==> src/rtl/rgb2ycbcr_pipe.sv <==
// Three-stage streaming RGB -> full-range YCbCr converter with run-time BT.601/BT.709
// selection latched on vs rising edges, plus per-line pixel and per-frame line counters.
module rgb2ycbcr_pipe #(
    parameter int COLORDEPTH = 8,
    parameter int CNTW       = 12
) (
    input  logic                    clk,
    input  logic                    rst,
    input  logic [3*COLORDEPTH-1:0] rgb_i,
    input  logic                    dv_i,
    input  logic                    hs_i,
    input  logic                    vs_i,
    input  logic                    mode_i,
    output logic [COLORDEPTH-1:0]   y_o,
    output logic [COLORDEPTH-1:0]   cb_o,
    output logic [COLORDEPTH-1:0]   cr_o,
    output logic                    dv_o,
    output logic                    hs_o,
    output logic                    vs_o,
    output logic                    line_end,
    output logic [CNTW-1:0]         px_cnt_o,
    output logic [CNTW-1:0]         line_cnt_o,
    output logic                    mode_o
);

    localparam int ACCW = COLORDEPTH + 11;
    localparam int CW   = 9;

    localparam logic signed [ACCW-1:0] RND  = {{(ACCW-8){1'b0}}, 8'h80};
    localparam logic signed [ACCW-1:0] OFS  = {{(ACCW-COLORDEPTH-8){1'b0}}, 1'b1, {(COLORDEPTH+7){1'b0}}};
    localparam logic signed [ACCW-1:0] MAXV = {{(ACCW-COLORDEPTH){1'b0}}, {COLORDEPTH{1'b1}}};

    // Coefficient order: Y(R,G,B), Cb(R,G,B), Cr(R,G,B).
    localparam logic signed [CW-1:0] K601 [9] = '{9'sd77, 9'sd150, 9'sd29,
                                                  -9'sd43, -9'sd85, 9'sd128,
                                                  9'sd128, -9'sd107, -9'sd21};
    localparam logic signed [CW-1:0] K709 [9] = '{9'sd54, 9'sd183, 9'sd19,
                                                  -9'sd29, -9'sd99, 9'sd128,
                                                  9'sd128, -9'sd116, -9'sd12};

    function automatic logic signed [ACCW-1:0] mulc(input logic [COLORDEPTH-1:0] c,
                                                    input logic signed [CW-1:0] k);
        logic signed [ACCW-1:0] a;
        logic signed [ACCW-1:0] b;
        a = $signed({{(ACCW-COLORDEPTH){1'b0}}, c});
        b = {{(ACCW-CW){k[CW-1]}}, k};
        return a * b;
    endfunction

    function automatic logic [COLORDEPTH-1:0] clamp(input logic signed [ACCW-1:0] v);
        if (v[ACCW-1])
            return '0;
        else if (v > MAXV)
            return '1;
        else
            return v[COLORDEPTH-1:0];
    endfunction

    // S1: registered inputs; mode_s1_q doubles as the active coefficient set.
    logic [3*COLORDEPTH-1:0] rgb_s1_q;
    logic                    dv_s1_q, hs_s1_q, vs_s1_q, mode_s1_q, mode_s1_d;
    logic                    vs_rise;

    // S2: products
    logic signed [ACCW-1:0]  prod_q [9];
    logic signed [ACCW-1:0]  prod_d [9];
    logic [COLORDEPTH-1:0]   comp [3];
    logic                    dv_s2_q, hs_s2_q, vs_s2_q, mode_s2_q;

    // S3: outputs
    logic signed [ACCW-1:0]  sum_y, sum_cb, sum_cr;
    logic [COLORDEPTH-1:0]   y_q, cb_q, cr_q, y_d, cb_d, cr_d;
    logic                    dv_o_q, hs_o_q, vs_o_q, mode_o_q;
    logic                    line_end_q, line_end_d;
    logic [CNTW-1:0]         px_cnt_q, px_cnt_d, line_cnt_q, line_cnt_d;

    always_comb begin
        vs_rise   = vs_i & ~vs_s1_q;
        mode_s1_d = vs_rise ? mode_i : mode_s1_q;
    end

    always_comb begin
        comp[0] = rgb_s1_q[3*COLORDEPTH-1:2*COLORDEPTH];
        comp[1] = rgb_s1_q[2*COLORDEPTH-1:COLORDEPTH];
        comp[2] = rgb_s1_q[COLORDEPTH-1:0];
        for (int i = 0; i < 9; i++)
            prod_d[i] = mulc(comp[i % 3], mode_s1_q ? K709[i] : K601[i]);
    end

    always_comb begin
        sum_y  = prod_q[0] + prod_q[1] + prod_q[2] + RND;
        sum_cb = prod_q[3] + prod_q[4] + prod_q[5] + OFS + RND;
        sum_cr = prod_q[6] + prod_q[7] + prod_q[8] + OFS + RND;
        y_d    = dv_s2_q ? clamp(sum_y  >>> 8) : '0;
        cb_d   = dv_s2_q ? clamp(sum_cb >>> 8) : '0;
        cr_d   = dv_s2_q ? clamp(sum_cr >>> 8) : '0;
    end

    // Counters are computed from the stream entering the output register.
    always_comb begin
        line_end_d = dv_o_q & ~dv_s2_q;
        px_cnt_d   = px_cnt_q;
        if (dv_s2_q) begin
            if (!dv_o_q)
                px_cnt_d = '0;
            else if (px_cnt_q != '1)
                px_cnt_d = px_cnt_q + 1'b1;
        end
        line_cnt_d = line_cnt_q;
        if (vs_s2_q && !vs_o_q)
            line_cnt_d = '0;
        else if (line_end_d && line_cnt_q != '1)
            line_cnt_d = line_cnt_q + 1'b1;
    end

    always_ff @(posedge clk) begin
        if (rst) begin
            rgb_s1_q   <= '0;
            dv_s1_q    <= 1'b0;
            hs_s1_q    <= 1'b0;
            vs_s1_q    <= 1'b0;
            mode_s1_q  <= 1'b0;
            prod_q     <= '{default: '0};
            dv_s2_q    <= 1'b0;
            hs_s2_q    <= 1'b0;
            vs_s2_q    <= 1'b0;
            mode_s2_q  <= 1'b0;
            y_q        <= '0;
            cb_q       <= '0;
            cr_q       <= '0;
            dv_o_q     <= 1'b0;
            hs_o_q     <= 1'b0;
            vs_o_q     <= 1'b0;
            mode_o_q   <= 1'b0;
            line_end_q <= 1'b0;
            px_cnt_q   <= '0;
            line_cnt_q <= '0;
        end else begin
            rgb_s1_q   <= rgb_i;
            dv_s1_q    <= dv_i;
            hs_s1_q    <= hs_i;
            vs_s1_q    <= vs_i;
            mode_s1_q  <= mode_s1_d;
            prod_q     <= prod_d;
            dv_s2_q    <= dv_s1_q;
            hs_s2_q    <= hs_s1_q;
            vs_s2_q    <= vs_s1_q;
            mode_s2_q  <= mode_s1_q;
            y_q        <= y_d;
            cb_q       <= cb_d;
            cr_q       <= cr_d;
            dv_o_q     <= dv_s2_q;
            hs_o_q     <= hs_s2_q;
            vs_o_q     <= vs_s2_q;
            mode_o_q   <= mode_s2_q;
            line_end_q <= line_end_d;
            px_cnt_q   <= px_cnt_d;
            line_cnt_q <= line_cnt_d;
        end
    end

    assign y_o        = y_q;
    assign cb_o       = cb_q;
    assign cr_o       = cr_q;
    assign dv_o       = dv_o_q;
    assign hs_o       = hs_o_q;
    assign vs_o       = vs_o_q;
    assign mode_o     = mode_o_q;
    assign line_end   = line_end_q;
    assign px_cnt_o   = px_cnt_q;
    assign line_cnt_o = line_cnt_q;

endmodule

==> config.mk <==
export PLATFORM = sky130hd
export DESIGN_NAME = rgb2ycbcr_pipe
export DESIGN_NICKNAME = d
export VERILOG_FILES = /design/src/rtl/rgb2ycbcr_pipe.sv
export SDC_FILE = /design/constraint.sdc
export NUM_CORES = 1
export LEC_CHECK = 0
export CAP_MARGIN = 25
export CELL_PAD_IN_SITES_DETAIL_PLACEMENT = 1
export CELL_PAD_IN_SITES_GLOBAL_PLACEMENT = 1
export CORE_MARGIN = 2
export CORE_UTILIZATION = 44
export CTS_CLUSTER_DIAMETER = 200
export DETAILED_ROUTE_END_ITERATION = 10
export PLACE_DENSITY = 0.75
export SLEW_MARGIN = 15
export SYNTH_ARGS = -nofsm -noshare
export SYNTH_HDL_FRONTEND = slang
export SYNTH_SLANG_ARGS = --single-unit
==> constraint.sdc <==
create_clock -name clk -period 4.8 [get_ports clk]
set_clock_uncertainty 0.15 [all_clocks]
set_input_delay 0.48 -clock clk [delete_from_list [all_inputs] [get_ports clk]]
set_output_delay 0.48 -clock clk [all_outputs]
set_load 0.005 [all_outputs]
==> key figures, run 1 <==
Outcome
  – Status: complete, no violations

Routing
  – Pre-antenna DRT Iters: 5
  – DR vias/cell: approximately 5.0
  – WL final: 44.95 mm
  – Antenna Nets Post-Route: 0
  – WL/cell: 16.87 um
  – Post-route DRC violation count: 0
  – Via Count: about 13,000
  – Initial DRC Count: 393

Synthesis
  – Post-synth top flop: dfxtp_1
  – Synth top area cells: ha_1 25%, dfxtp_1 22%, fa_1 19%, inv_1 8.6%, nor2_1 3.0%
  – Mapped Avg Cell Area: about 9.4 sq um
  – Post-Syn Area: 18,560 sq um
  – Synth top area share: 24.80%
  – Post-Syn Instances: 1,979
  – Largest area contributor in the netlist: ha_1
  – EDFF count, synth: 0
  – Seq/Total Area, Yosys: between 20% and 30%
  – Async S/R FF share, synth: 0%
  – Synth unique cells: 57
  – Synth warnings: 0
  – Synthesized flop and latch total: 208

Global route
  – Vias in the first global route: 14,870
  – Maximum number of pins on one net before global-route repair: 80
  – GRT Util Overall: 20.93%
  – Initial antenna violation count: 1
  – First-pass GRT wire length: 73.65 mm
  – Grt total ovfl: 0

Worst setup path
  – R2r worst-path depth: 16
  – CP startpoint: mode_s1_q$_SDFFE_PP0P_
  – Data required time of the critical path: about 5 ns
  – RR Startpoint: mode_s1_q$_SDFFE_PP0P_
  – CP Max Fanout: 14
  – Worst setup EP type: flop
  – Reg2Reg Setup Slack: between 0.15 and 0.2 ns
  – Crit Path Class: flop to flop
  – Critical Path AT: 4.86 ns
  – RR Endpoint: prod_q[91]$_SDFF_PP0_
  – CP Launch Type: flop

STA
  – Setup violators final: 0
  – Slew Limit Fails: 0
  – Final Hold Viols: 0
  – Post-route worst setup slack: about 0.18 ns
  – FMAX: 0.2164 GHz
  – Worst relative slew slack: 45.52%
  – Tmin final: 4.622 ns
  – Final setup TNS: 0 ns
  – Hold WS: around 0.18 ns
  – RSZ-0062 raised after global routing: true
  – Worst-margin pin slew: around 0.82 ns
  – Final period utilization: 96.28%

Power and ir drop
  – Seq pwr share: 24.8%
  – Max VDD drop: 0.0002498 V
  – Clock power share: about a quarter
  – NetSw: 3.435 mW
  – Power Dens Cells: about 400 nW/um^2
  – Sw frac: ~40%
  – Leak: 11.26 nW
  – Internal: roughly 5.1 mW
  – Comb power frac: about 52%

Worst hold path
  – Worst Min Path Start: rst
  – Worst Hold Path EP: prod_q[118]$_SDFF_PP0_
  – Hold Path Stages: 2
  – Worst hold path class: primary input to flop

Placed design
  – Post-DP HPWL: ~37 mm
  – # port buffers: 82
  – Placed Area: 20,290 sq um
  – Place WS: 0.06906 ns
  – Final GP Congestion: 0.8850

Clock tree
  – Htree depth: 1
  – Post-CTS Setup Inserts: 0
  – CTS tree: done
  – CTS Buf Count: 26
  – CTS Buffer Depth: 3
  – Clk_lat worst skew: 0.56 ns
  – Reg clk slew, reported paths: 0.06 ns
  – CTS Sinks: 208
  – CTS Root Cell: clkbuf_16

Final layout
  – Share of layout cells above drive strength 1: 7.482%
  – Commonest non-fill, non-tap cell in the layout: inv_1
  – Final instance area: 21,410 sq um
  – # diodes: 0
  – Final nets: 2,676
  – Fillcell total: 4,704
  – Area growth syn-to-layout: 15.32%
  – Most frequent cells in the layout: 424 x inv_1, 365 x ha_1, 206 x dfxtp_1

Floorplanning
  – Core area: 41,760 sq um
  – # IOs: 83
  – Die Span Y: 209.4 um
  – Initial Util: 44.46%
  – Rows: 75
  – Die Wd: 209.4 um
  – DIE AREA: 43,850 sq um

Flow run
  – Maxcap violations: 0
## registers in the layout, summed over array words and instances, names as in the netlist, 8 cells and up
signal	flops
prod_q	123
comp	24
cr_o	8
cb_o	8
px_cnt_o	12
line_cnt_o	12
y_o	8
## routing by layer
layer	GRT usage (%)	vias up	wire length [um]	part of all wire (%)
li1	-	6505	-	-
met1	25.22	6621	19300	43
met2	38.69	140	22910	51
met3	2.424	67	1308	2.9
met4	6.872	0	1430	3.2
met5	0	-	0	0
## through the flow
stage / instances / total power [mW] / utilization, %
after floorplan: 1991 / 5.326 / -
after detailed placement: 2615 / 6.422 / 48.60
after global placement: 2615 / 6.224 / 48.60
after CTS: 2663 / 8.528 / 50.71
final: 2664 / 8.541 / 51.27
after global routing: 2664 / 9.342 / 51.27
## synthesized netlist by cell type (5+ instances only)
cell,number
nor2b_1,85
o21ai_1,13
and2_1,11
inv_1,425
a31oi_1,7
o21a_1,23
nor2_1,147
o21bai_1,10
ha_1,368
o21ai_0,18
nor3_1,34
or2_2,8
dfxtp_1,208
nand2b_1,25
nand2_1,73
a41oi_1,5
clkbuf_1,39
nand4_1,9
a21o_1,31
xor2_1,52
nand3_1,22
xnor2_1,61
a21oi_1,63
fa_1,173
or3_1,8
## cell families after synthesis
family / Yosys count / share of synthesized area, %
AOI/OAI and AO/OA: 210 / 7.697
xor gates and xnor gates: 113 / 5.331
adders and majority gates: 541 / 43.46
buffers and inverters: 467 / 9.449
DFF: 208 / 22.43
muxes: 3 / 0.1618
other: 2 / 0.04045
and+or+nand+nor: 435 / 11.43
## final cells by class
class / instances / area [sq um] / area share (%)
clock buffer: 35 / 734.5 / 3.431
sequential: 208 / 4169 / 19.47
inverter: 425 / 1595 / 7.452
tap: 539 / 674.4 / 3.150
timing repair buffer: 128 / 1201 / 5.611
multi-input combinational: 1316 / 12890 / 60.20
clock inverter: 13 / 146.4 / 0.6838
## critical path: stages, from the launching register on
cell	delay, ns
dfxtp_4	0.39
buf_12	0.15
buf_6	0.16
nand2_1	0.15
fa_1	0.54
inv_1	0.05
fa_1	0.46
fa_1	0.52
fa_1	0.49
ha_1	0.38
nand2_1	0.13
nand2_1	0.07
a31oi_1	0.22
o21ai_1	0.15
o41ai_2	0.24
xnor2_1	0.15
nor2_1	0.05
## how the worst max path moves through the flow
stage	to	depth (start not counted)
2_1_floorplan	prod_q[13]$_SDFF_PP0_	19
3_3_place_gp	prod_q[13]$_SDFF_PP0_	18
3_5_place_dp	prod_q[13]$_SDFF_PP0_	18
4_1_cts	prod_q[112]$_SDFF_PP0_	18
5_1_grt	prod_q[165]$_SDFF_PP0_	17
6_report	prod_q[91]$_SDFF_PP0_	16
## power by group through the flow
stage	Sequential (mW)	Combinational [mW]	Clock [mW]
after global routing	2.14	5.09	2.12
after global placement	2.15	4.08	0
after CTS	2.12	4.35	2.06
after detailed placement	2.15	4.27	0
after floorplan	2.10	3.22	0
final	2.11	4.43	2.00
## timing repair
action                                  in CTS  in global routing
endpoints found under the hold margin        0                  0
hold buffers                                 0                  0
gates resized for setup                      0                 50
endpoints found under the setup margin       0                 22
No activity file was read; power rests on OpenSTA's default activity.
==> inputs of run 2 (changes only) <==
--- a/config.mk
+++ b/config.mk
@@ -12,6 +12,7 @@
 export CORE_UTILIZATION = 44
 export CTS_CLUSTER_DIAMETER = 200
 export DETAILED_ROUTE_END_ITERATION = 10
+export HOLD_SLACK_MARGIN = 0.08
 export PLACE_DENSITY = 0.75
 export SLEW_MARGIN = 15
 export SYNTH_ARGS = -nofsm -noshare
==> results of run 2 <==
The final DEF is identical to that of run 1; final timing and power are the same.
